<file path="config.mk">
export PLATFORM = sky130hd
export DESIGN_NAME = regfile_writeback_ctrl
export DESIGN_NICKNAME = d
export VERILOG_FILES = /design/src/rtl/regfile_writeback_ctrl.sv
export SDC_FILE = /design/constraint.sdc
export NUM_CORES = 1
export LEC_CHECK = 0
export CAP_MARGIN = 20
export CORE_MARGIN = 4
export CORE_UTILIZATION = 35
export CTS_BUF_LIST = sky130_fd_sc_hd__clkbuf_8
export DETAILED_ROUTE_END_ITERATION = 10
export DONT_BUFFER_PORTS = 1
export SYNTH_ARGS = -nofsm -noshare
export SYNTH_HDL_FRONTEND = slang
export SYNTH_SLANG_ARGS = --single-unit
</file>
<file path="constraint.sdc">
create_clock -name clk -period 13.4 [get_ports clk]
set_clock_uncertainty 0.1 [all_clocks]
set_input_delay 4.02 -clock clk [delete_from_list [all_inputs] [get_ports clk]]
set_output_delay 4.02 -clock clk [all_outputs]
set_load 0.02 [all_outputs]
</file>
<file path="src/rtl/regfile_writeback_ctrl.sv">
// regfile_writeback_ctrl
//   Arbitrates the register-file write port between a single-cycle ALU result
//   and a multi-cycle load result. Results that cannot be written this cycle
//   are held in a small in-order pending-write queue. The queue head has
//   priority over new results so that program order is preserved.
//
// Optional feature: define WB_FORWARD_EN to add fwd_1_data / fwd_2_data. These
//   carry the youngest queued value for reg_1 / reg_2, and are 0 when no queued
//   entry matches.
//
// Ports
//   clk, rst                          clock, synchronous active-high reset
//   alu_valid/alu_rd/alu_data         ALU result (dropped if presented while stall)
//   mem_valid/mem_rd/mem_data         load result, accepted when mem_ready
//   mem_ready                         queue can absorb a load result
//   reg_write/reg_write_data/
//   reg_write_control                 register-file write port
//   reg_1/reg_2, busy_1/busy_2        hazard query: queued write pending
//   stall                             queue full, core must hold alu_valid low
//   ovf                               sticky flag: an ALU write was dropped
//   fwd_1_data/fwd_2_data             (WB_FORWARD_EN only) forwarded queue data
module regfile_writeback_ctrl #(
  parameter int REG_ADDR = 5,
  parameter int REG_DATA = 32,
  parameter int WB_DEPTH = 4
) (
  input  logic                clk,
  input  logic                rst,
  input  logic                alu_valid,
  input  logic [REG_ADDR-1:0] alu_rd,
  input  logic [REG_DATA-1:0] alu_data,
  input  logic                mem_valid,
  input  logic [REG_ADDR-1:0] mem_rd,
  input  logic [REG_DATA-1:0] mem_data,
  output logic                mem_ready,
  output logic [REG_ADDR-1:0] reg_write,
  output logic [REG_DATA-1:0] reg_write_data,
  output logic                reg_write_control,
  input  logic [REG_ADDR-1:0] reg_1,
  input  logic [REG_ADDR-1:0] reg_2,
  output logic                busy_1,
  output logic                busy_2,
  output logic                stall,
  output logic                ovf
`ifdef WB_FORWARD_EN
  ,
  output logic [REG_DATA-1:0] fwd_1_data,
  output logic [REG_DATA-1:0] fwd_2_data
`endif
);

  localparam int PW = $clog2(WB_DEPTH);

  logic [PW:0]         r_count;
  logic [PW-1:0]       r_rd_ptr;
  logic [PW-1:0]       r_wr_ptr;
  logic                r_ovf;
  logic [REG_ADDR-1:0] r_q_rd   [WB_DEPTH];
  logic [REG_DATA-1:0] r_q_data [WB_DEPTH];

  logic          w_full;
  logic          w_q_nonempty;
  logic          w_alu_acc;
  logic          w_mem_acc;
  logic          w_deq;
  logic          w_enq_alu;
  logic          w_enq_mem;
  logic [1:0]    w_n_enq;
  logic [WB_DEPTH-1:0] w_valid;

  assign w_full       = (r_count == (PW+1)'(WB_DEPTH));
  assign w_q_nonempty = (r_count != '0);
  assign mem_ready    = !w_full && !rst;
  assign stall        = w_full && !rst;
  assign ovf          = r_ovf;

  // rd==0 results are accepted but never become write candidates.
  assign w_alu_acc = alu_valid && !w_full && !rst && (alu_rd != '0);
  assign w_mem_acc = mem_valid && mem_ready && (mem_rd != '0);
  assign w_deq     = w_q_nonempty && !rst;

  // A result goes to the queue unless it is the one taking the direct path;
  // the direct path exists only while the queue is empty, ALU first.
  assign w_enq_alu = w_alu_acc && w_q_nonempty;
  assign w_enq_mem = w_mem_acc && (w_q_nonempty || w_alu_acc);
  assign w_n_enq   = {1'b0, w_enq_alu} + {1'b0, w_enq_mem};

  always_comb begin
    reg_write_control = 1'b0;
    reg_write         = '0;
    reg_write_data    = '0;
    if (rst) begin
      reg_write_control = 1'b0;
    end else if (w_q_nonempty) begin
      reg_write_control = 1'b1;
      reg_write         = r_q_rd[r_rd_ptr];
      reg_write_data    = r_q_data[r_rd_ptr];
    end else if (w_alu_acc) begin
      reg_write_control = 1'b1;
      reg_write         = alu_rd;
      reg_write_data    = alu_data;
    end else if (w_mem_acc) begin
      reg_write_control = 1'b1;
      reg_write         = mem_rd;
      reg_write_data    = mem_data;
    end
  end

  // Hazard scan: w_valid is indexed by age (0 = head). Later entries overwrite
  // the forwarded value so the youngest match wins.
  always_comb begin
    busy_1  = 1'b0;
    busy_2  = 1'b0;
    w_valid = '0;
`ifdef WB_FORWARD_EN
    fwd_1_data = '0;
    fwd_2_data = '0;
`endif
    for (int unsigned i = 0; i < WB_DEPTH; i++) begin
      w_valid[i] = (i < 32'(r_count)) && !rst;
      if (w_valid[i] && (reg_1 != '0) && (r_q_rd[r_rd_ptr + PW'(i)] == reg_1)) begin
        busy_1 = 1'b1;
`ifdef WB_FORWARD_EN
        fwd_1_data = r_q_data[r_rd_ptr + PW'(i)];
`endif
      end
      if (w_valid[i] && (reg_2 != '0) && (r_q_rd[r_rd_ptr + PW'(i)] == reg_2)) begin
        busy_2 = 1'b1;
`ifdef WB_FORWARD_EN
        fwd_2_data = r_q_data[r_rd_ptr + PW'(i)];
`endif
      end
    end
  end

  always_ff @(posedge clk) begin
    if (rst) begin
      r_count  <= '0;
      r_rd_ptr <= '0;
      r_wr_ptr <= '0;
      r_ovf    <= 1'b0;
    end else begin
      if (alu_valid && w_full)
        r_ovf <= 1'b1;
      r_rd_ptr <= r_rd_ptr + PW'(w_deq);
      r_wr_ptr <= r_wr_ptr + PW'(w_n_enq);
      r_count  <= r_count + (PW+1)'(w_n_enq) - (PW+1)'(w_deq);
    end
  end

  // Queue storage is not reset; only the pointers and count define validity.
  always_ff @(posedge clk) begin
    if (!rst) begin
      if (w_enq_alu) begin
        r_q_rd[r_wr_ptr]   <= alu_rd;
        r_q_data[r_wr_ptr] <= alu_data;
      end else if (w_enq_mem) begin
        r_q_rd[r_wr_ptr]   <= mem_rd;
        r_q_data[r_wr_ptr] <= mem_data;
      end
      if (w_enq_alu && w_enq_mem) begin
        r_q_rd[r_wr_ptr + PW'(1)]   <= mem_rd;
        r_q_data[r_wr_ptr + PW'(1)] <= mem_data;
      end
    end
  end

endmodule

</file>
==> results of run 1 <==
[worst max path at each step]
stage,slack [ps],cells past startpoint,endpoint,from
global placement,2830,5,reg_write[2],alu_rd[0]
detailed placement,2780,5,reg_write[2],alu_rd[0]
CTS,2770,5,reg_write[2],alu_rd[0]
floorplan,1220,8,r_q_data[1][0]$_DFFE_PP_,alu_rd[0]
finish,2780,5,reg_write[2],alu_rd[0]
global route,2600,5,reg_write[2],alu_rd[0]
[metrics by stage]
| step | instances | cell area, um2 | util, % |
|---|---|---|---|
| floorplan | 705 | 9450 | - |
| global placement | 992 | 9770 | 37.2 |
| detailed placement | 992 | 9770 | 37.2 |
| CTS | 1024 | 10200 | 38.8 |
| global route | 1024 | 10200 | 38.8 |
| finish | 1024 | 10200 | 38.8 |
[state kept, by name, summed over array words and instances (netlist names)]
name      cells
r_q_data    128
ovf           1
r_q_rd       20
r_wr_ptr      2
r_count       3
r_rd_ptr      2
[area by class of cell]
type	count	area, um2
fill	2521	16100
sequential	156	4610
multi-input combinational	478	4610
tap	335	419
clock buffer	17	234
clock inverter	15	200
timing repair buffer	13	97.6
inverter	10	37.5
[power breakdown]
group	switching [W]	total, W	internal (W)
Combinational	0.000432	0.000715	0.000283
Clock	0.000203	0.000396	0.000193
Sequential	0.0000426	0.000652	0.000609
[Yosys cell counts (2+ instances only)]
library cell | n | share of area (%)
mux2_2 | 153 | 18
edfxtp_1 | 148 | 47
nor2_1 | 59 | 2.3
nor3_1 | 39 | 2.1
a221oi_1 | 34 | 3.1
mux4_2 | 32 | 7.6
mux2i_1 | 31 | 3.3
xnor2_1 | 30 | 2.8
clkbuf_1 | 29 | 1.2
buf_2 | 24 | 1.3
xor2_1 | 21 | 1.9
inv_1 | 10 | 0.40
dfxtp_1 | 8 | 1.7
a31oi_1 | 7 | 0.46
ha_1 | 7 | 0.93
nand2_1 | 7 | 0.28
a211oi_1 | 5 | 0.40
a21oi_1 | 5 | 0.26
nand4_1 | 5 | 0.33
nor4_1 | 5 | 0.33
or4_1 | 5 | 0.40
mux2_1 | 4 | 0.48
nor2b_1 | 4 | 0.26
buf_1 | 3 | 0.12
buf_6 | 3 | 0.36
nand3_1 | 3 | 0.16
nor2_2 | 3 | 0.20
a2111oi_0 | 2 | 0.19
nand3b_1 | 2 | 0.16
nor4b_1 | 2 | 0.19
o32ai_1 | 2 | 0.19
[routing by layer]
layer	vias up	global-route usage, %	wire [um]
li1	2701	-	-
met1	3021	23.0	11000
met2	187	28.6	12400
met3	19	3.96	1640
met4	0	3.86	267
met5	-	0	0
[cell usage in the layout (no fill, tap or decap), drive strengths merged, types with 3 or more instances in the layout]
cell type / n
a211oi: 5
a21oi: 6
a221oi: 34
a31oi: 7
buf: 13
bufinv: 3
clkbuf: 17
clkinv: 3
dfxtp: 8
edfxtp: 148
ha: 7
inv: 19
mux2: 157
mux2i: 32
mux4: 32
nand2: 7
nand3: 3
nand4: 5
nor2: 62
nor2b: 4
nor3: 39
nor4: 5
or4: 5
xnor2: 30
xor2: 21
[critical path, delay by kind of cell]
| kind | cells | cell delay, ps |
|---|---|---|
| and+or+nand+nor | 2 | 1350 |
| AOI/OAI and AO/OA | 3 | 1120 |
[cell families after synthesis]
group	after synthesis
AOI/OAI and AO/OA	61
and+or+nand+nor	137
buffers and inverters	71
DFF	156
adders and majority gates	8
xor gates and xnor gates	51
muxes	221
==> flow_summary.toml, run 1 <==
[finish]
nNetsFinal = 772
syn_to_final_growth_pct = 7.95
antenna_cells = 0
drive_gt1_share_pct = 35.7

[global_routing]
grt_pass1_wl_mm = 37.9
grt-ovfl-total = 0
grt_pass1_vias = 6243
grt_usage_pct = 17.2
antenna_found_initial = 0
grt_max_degree = 60

[synthesis]
syn_area_um2 = 9450
synth-seq-cells = 156
synth-main-ff-cell = "edfxtp_1"
synthAdderAreaFrac_pct = 1.14
synth_cells = 705
syn_area_per_cell_um2 = 13.4
synth_top_family_by_area = "multiplexers"
synthArstFlopShare_pct = 0
synthMuxAreaShare_pct = 29.8
yosys_warnings = 0
syn-num-nets = 801
synth_cell_types = 44
yosys.area_share.simple_pct = 6.93
synthXorXnorAreaFrac_pct = 4.72
synth_edf_count = 148
synth_compound_area_share_pct = 5.12
seq_area_frac_synth_pct = 48.7

[die]
dieArea_um2 = 29700
die_x_um = 172
fp.dieH_um = 172
start_util_pct = 36.0
core_um2 = 26300
ios = 131
rows = 59

[critical_path]
slowest_delay_ps = 840
endpoint_kind = "output port"
worst-r2r-cell-count = 12
crit_required_ps = 9280
critPathKind = "in -> out"
crit_slowest_cell = "nor2_4"
cp.arrival_ps = 6500
critPathMaxFanout = 34
worstPathCellList = "or4_1, o21a_1, nor2_4, a221oi_1, a211oi_1"
rrSetupSlack_ps = 8930
timing.rr.start = "r_count[1]$_SDFF_PP0_"
cp-start-kind = "primary input"
r2r_end = "r_q_data[2][16]$_DFFE_PP_"

[detailed_routing]
drc = 0
viasPerCell = 5.79
vias = 5928
drt-initial-drc-count = 417
dr.pass1.iters = 4
ant_nets = 0
wl_mm = 25.3
routedWlPerCell_um = 24.7

[sta]
rsz0062_at_grt = "no"
setup_tns_ps = 0
timing.hold.ws_ps = 534
worst_slack_ps = 2780
finalHoldViolations = 0
setup_viol = 0
fin_crit_sh_pct = 79.3
tightest_slew_ps = 1080
drv_slew = 0
maxSlewHeadroom_pct = 27.7
maxClockFrequency_mhz = 94.2
fin_crit_ps = 10620

[clock_tree]
cts.sinks = 156
ctsRootBufferMaster = "clkbuf_8"
ctsHoldBuffers = 0
ctsHtreeMaxLevel = 4
cts_setup_buffers = 0
worst_skew_pair.late_latency_ps = 450
cts_buffer_depth = 2
cts.clk_slew.worst_paths_ps = 100
cts_made_buffers = 17
ctsResizeCount = 0
cts_tree = "built"

[place]
gp_congestion = 0.862
place_ws_ps = 2780
hpwl_mm = 15.8
place.port_buffers = 0

[min_path]
min_to = "ovf$_SDFFE_PP0P_"
hp-start = "ovf$_SDFFE_PP0P_"
hp-class = "reg -> reg"
whs_path_depth = 2

[power_and_ir_drop]
power_density_nw_per_um2 = 173
p_leak_nw = 3.12
p_total_w = 0.00176
ir_drop_uv = 85.1

[outcome]
status = "finished, final reports clean"

[run]
drv_cap = 0
(Power assumes the default switching activity.)
==> run 2: changes to the inputs <==
Clock period 13.4 ns to 10.5 ns, I/O delays scaled along.
==> flow_summary.toml, run 2 (synthesis results as in run 1) <==
[die]
ios = 131
core_um2 = 26300
start_util_pct = 36.0
dieArea_um2 = 29700
die_x_um = 172
fp.dieH_um = 172
rows = 59

[outcome]
status = "finished, final reports clean"

[global_routing]
grt_max_degree = 60
antenna_found_initial = 0
grt-ovfl-total = 0
grt_pass1_vias = 6307
grt_usage_pct = 17.1
grt_pass1_wl_mm = 37.7

[detailed_routing]
dr.pass1.iters = 5
wl_mm = 25.1
viasPerCell = 5.76
drt-initial-drc-count = 403
vias = 5903
routedWlPerCell_um = 24.5
ant_nets = 0
drc = 0

[finish]
top_register = "r_q_data"
nNetsFinal = 772
largest_reg_flops = 128
fill_cells = 2514
final_cell_mix = "mux2_2, edfxtp_1, nor2_1"
layout_commonest_cell = "mux2_2"
syn_to_final_growth_pct = 8.18
drive_gt1_share_pct = 35.6
reg.largest.list = "r_q_data: 128 flops, r_q_rd: 20 flops, r_count: 3 flops"
final_util_pct = 38.9
antenna_cells = 0
instances_no_fill = 1024

[critical_path]
critPathMaxFanout = 34
cp.arrival_ps = 5650
critPathKind = "in -> out"
crit_required_ps = 7250
cp-start-kind = "primary input"
endpoint_kind = "output port"

[clock_tree]
cts_made_buffers = 17
ctsHoldBuffers = 0
worst_skew_pair.late_latency_ps = 450
cts_tree = "built"
ctsHtreeMaxLevel = 4
ctsResizeCount = 0
ctsRootBufferMaster = "clkbuf_8"
cts_buffer_depth = 2
cts.clk_slew.worst_paths_ps = 90
cts_setup_buffers = 0
cts.sinks = 156

[sta]
fin_crit_ps = 8900
rsz0062_at_grt = "no"
tightest_slew_ps = 1070
finalHoldViolations = 0
drv_slew = 0
worst_slack_ps = 1600
setup_viol = 0
maxSlewHeadroom_pct = 28.4
maxClockFrequency_mhz = 112
setup_tns_ps = 0
fin_crit_sh_pct = 84.8

[run]
drv_cap = 0

[power_and_ir_drop]
p_int_w = 0.00141
clockPowerShare_pct = 23.1
p_total_w = 0.00227
p_leak_nw = 3.13
swShare_pct = 38.1
ir_drop_uv = 101
power_frac_seq_pct = 36.6
p_sw_w = 0.000865
pwr-share-comb_pct = 40.3
power_density_nw_per_um2 = 222

[place]
gp_congestion = 0.864
place.port_buffers = 0
dp.cells = 992
hpwl_mm = 15.8
place_ws_ps = 1620

[min_path]
hp-class = "reg -> reg"
-- run 2: cell count changes in the layout (fill, tap and decap cells not counted), sizes merged --
cell,delta
clkinv,-2
bufinv,+1
inv,+1
-- run 2: power by group through the flow --
stage	logic [W]	registers (W)	clock network [W]
3_5_place_dp	0.000932	0.000848	0
3_3_place_gp	0.000921	0.000846	0
6_report	0.000917	0.000832	0.000524
4_1_cts	0.000935	0.000833	0.000538
5_1_grt	0.00100	0.000841	0.000565
2_1_floorplan	0.000760	0.000816	0
-- run 2: worst max-delay path, stage by stage --
cell and delay [ps]:
or4_1 510, o21a_1 250, nor2_4 850, a221oi_1 220
a211oi_1 680
-- run 2: layout make-up --
cell class	count	area, um2	area share (%)
multi-input cells	478	4610	45.1
flip-flops and latches	156	4610	45.1
well taps	335	419	4.10
clock buffers	17	234	2.29
repair buffers	13	97.6	0.954
clock inverters	15	221	2.17
inverters	10	37.5	0.367
-- run 2: worst paths after layout --
| kind | startpoint | slack, ps | depth (start not counted) | endpoint |
|---|---|---|---|---|
| worst max register to register | r_count[1]$_SDFF_PP0_ | 6050 | 12 | r_q_data[0][26]$_DFFE_PP_ |
| worst max-delay path | alu_rd[0] | 1600 | 5 | reg_write[2] |
| worst min-delay path | ovf$_SDFFE_PP0P_ | 530 | 2 | ovf$_SDFFE_PP0P_ |
| worst min register to register | ovf$_SDFFE_PP0P_ | 530 | 2 | ovf$_SDFFE_PP0P_ |
-- run 2: routing by layer --
| metal | track usage (%) | share of wire [%] | vias to the layer above |
|---|---|---|---|
| met3 | 3.80 | 6.1 | 13 |
| li1 | - | - | 2702 |
| met5 | 0 | 0 | - |
| met2 | 29.0 | 50 | 179 |
| met1 | 22.4 | 43 | 3009 |
| met4 | 3.66 | 0.87 | 0 |
-- run 2: metrics by stage --
step / hold WS, ps / cell area [um2]
finish: 529 / 10200
detailed placement: 513 / 9770
global route: 552 / 10200
global placement: 497 / 9770
CTS: 536 / 10200
floorplan: 454 / 9450
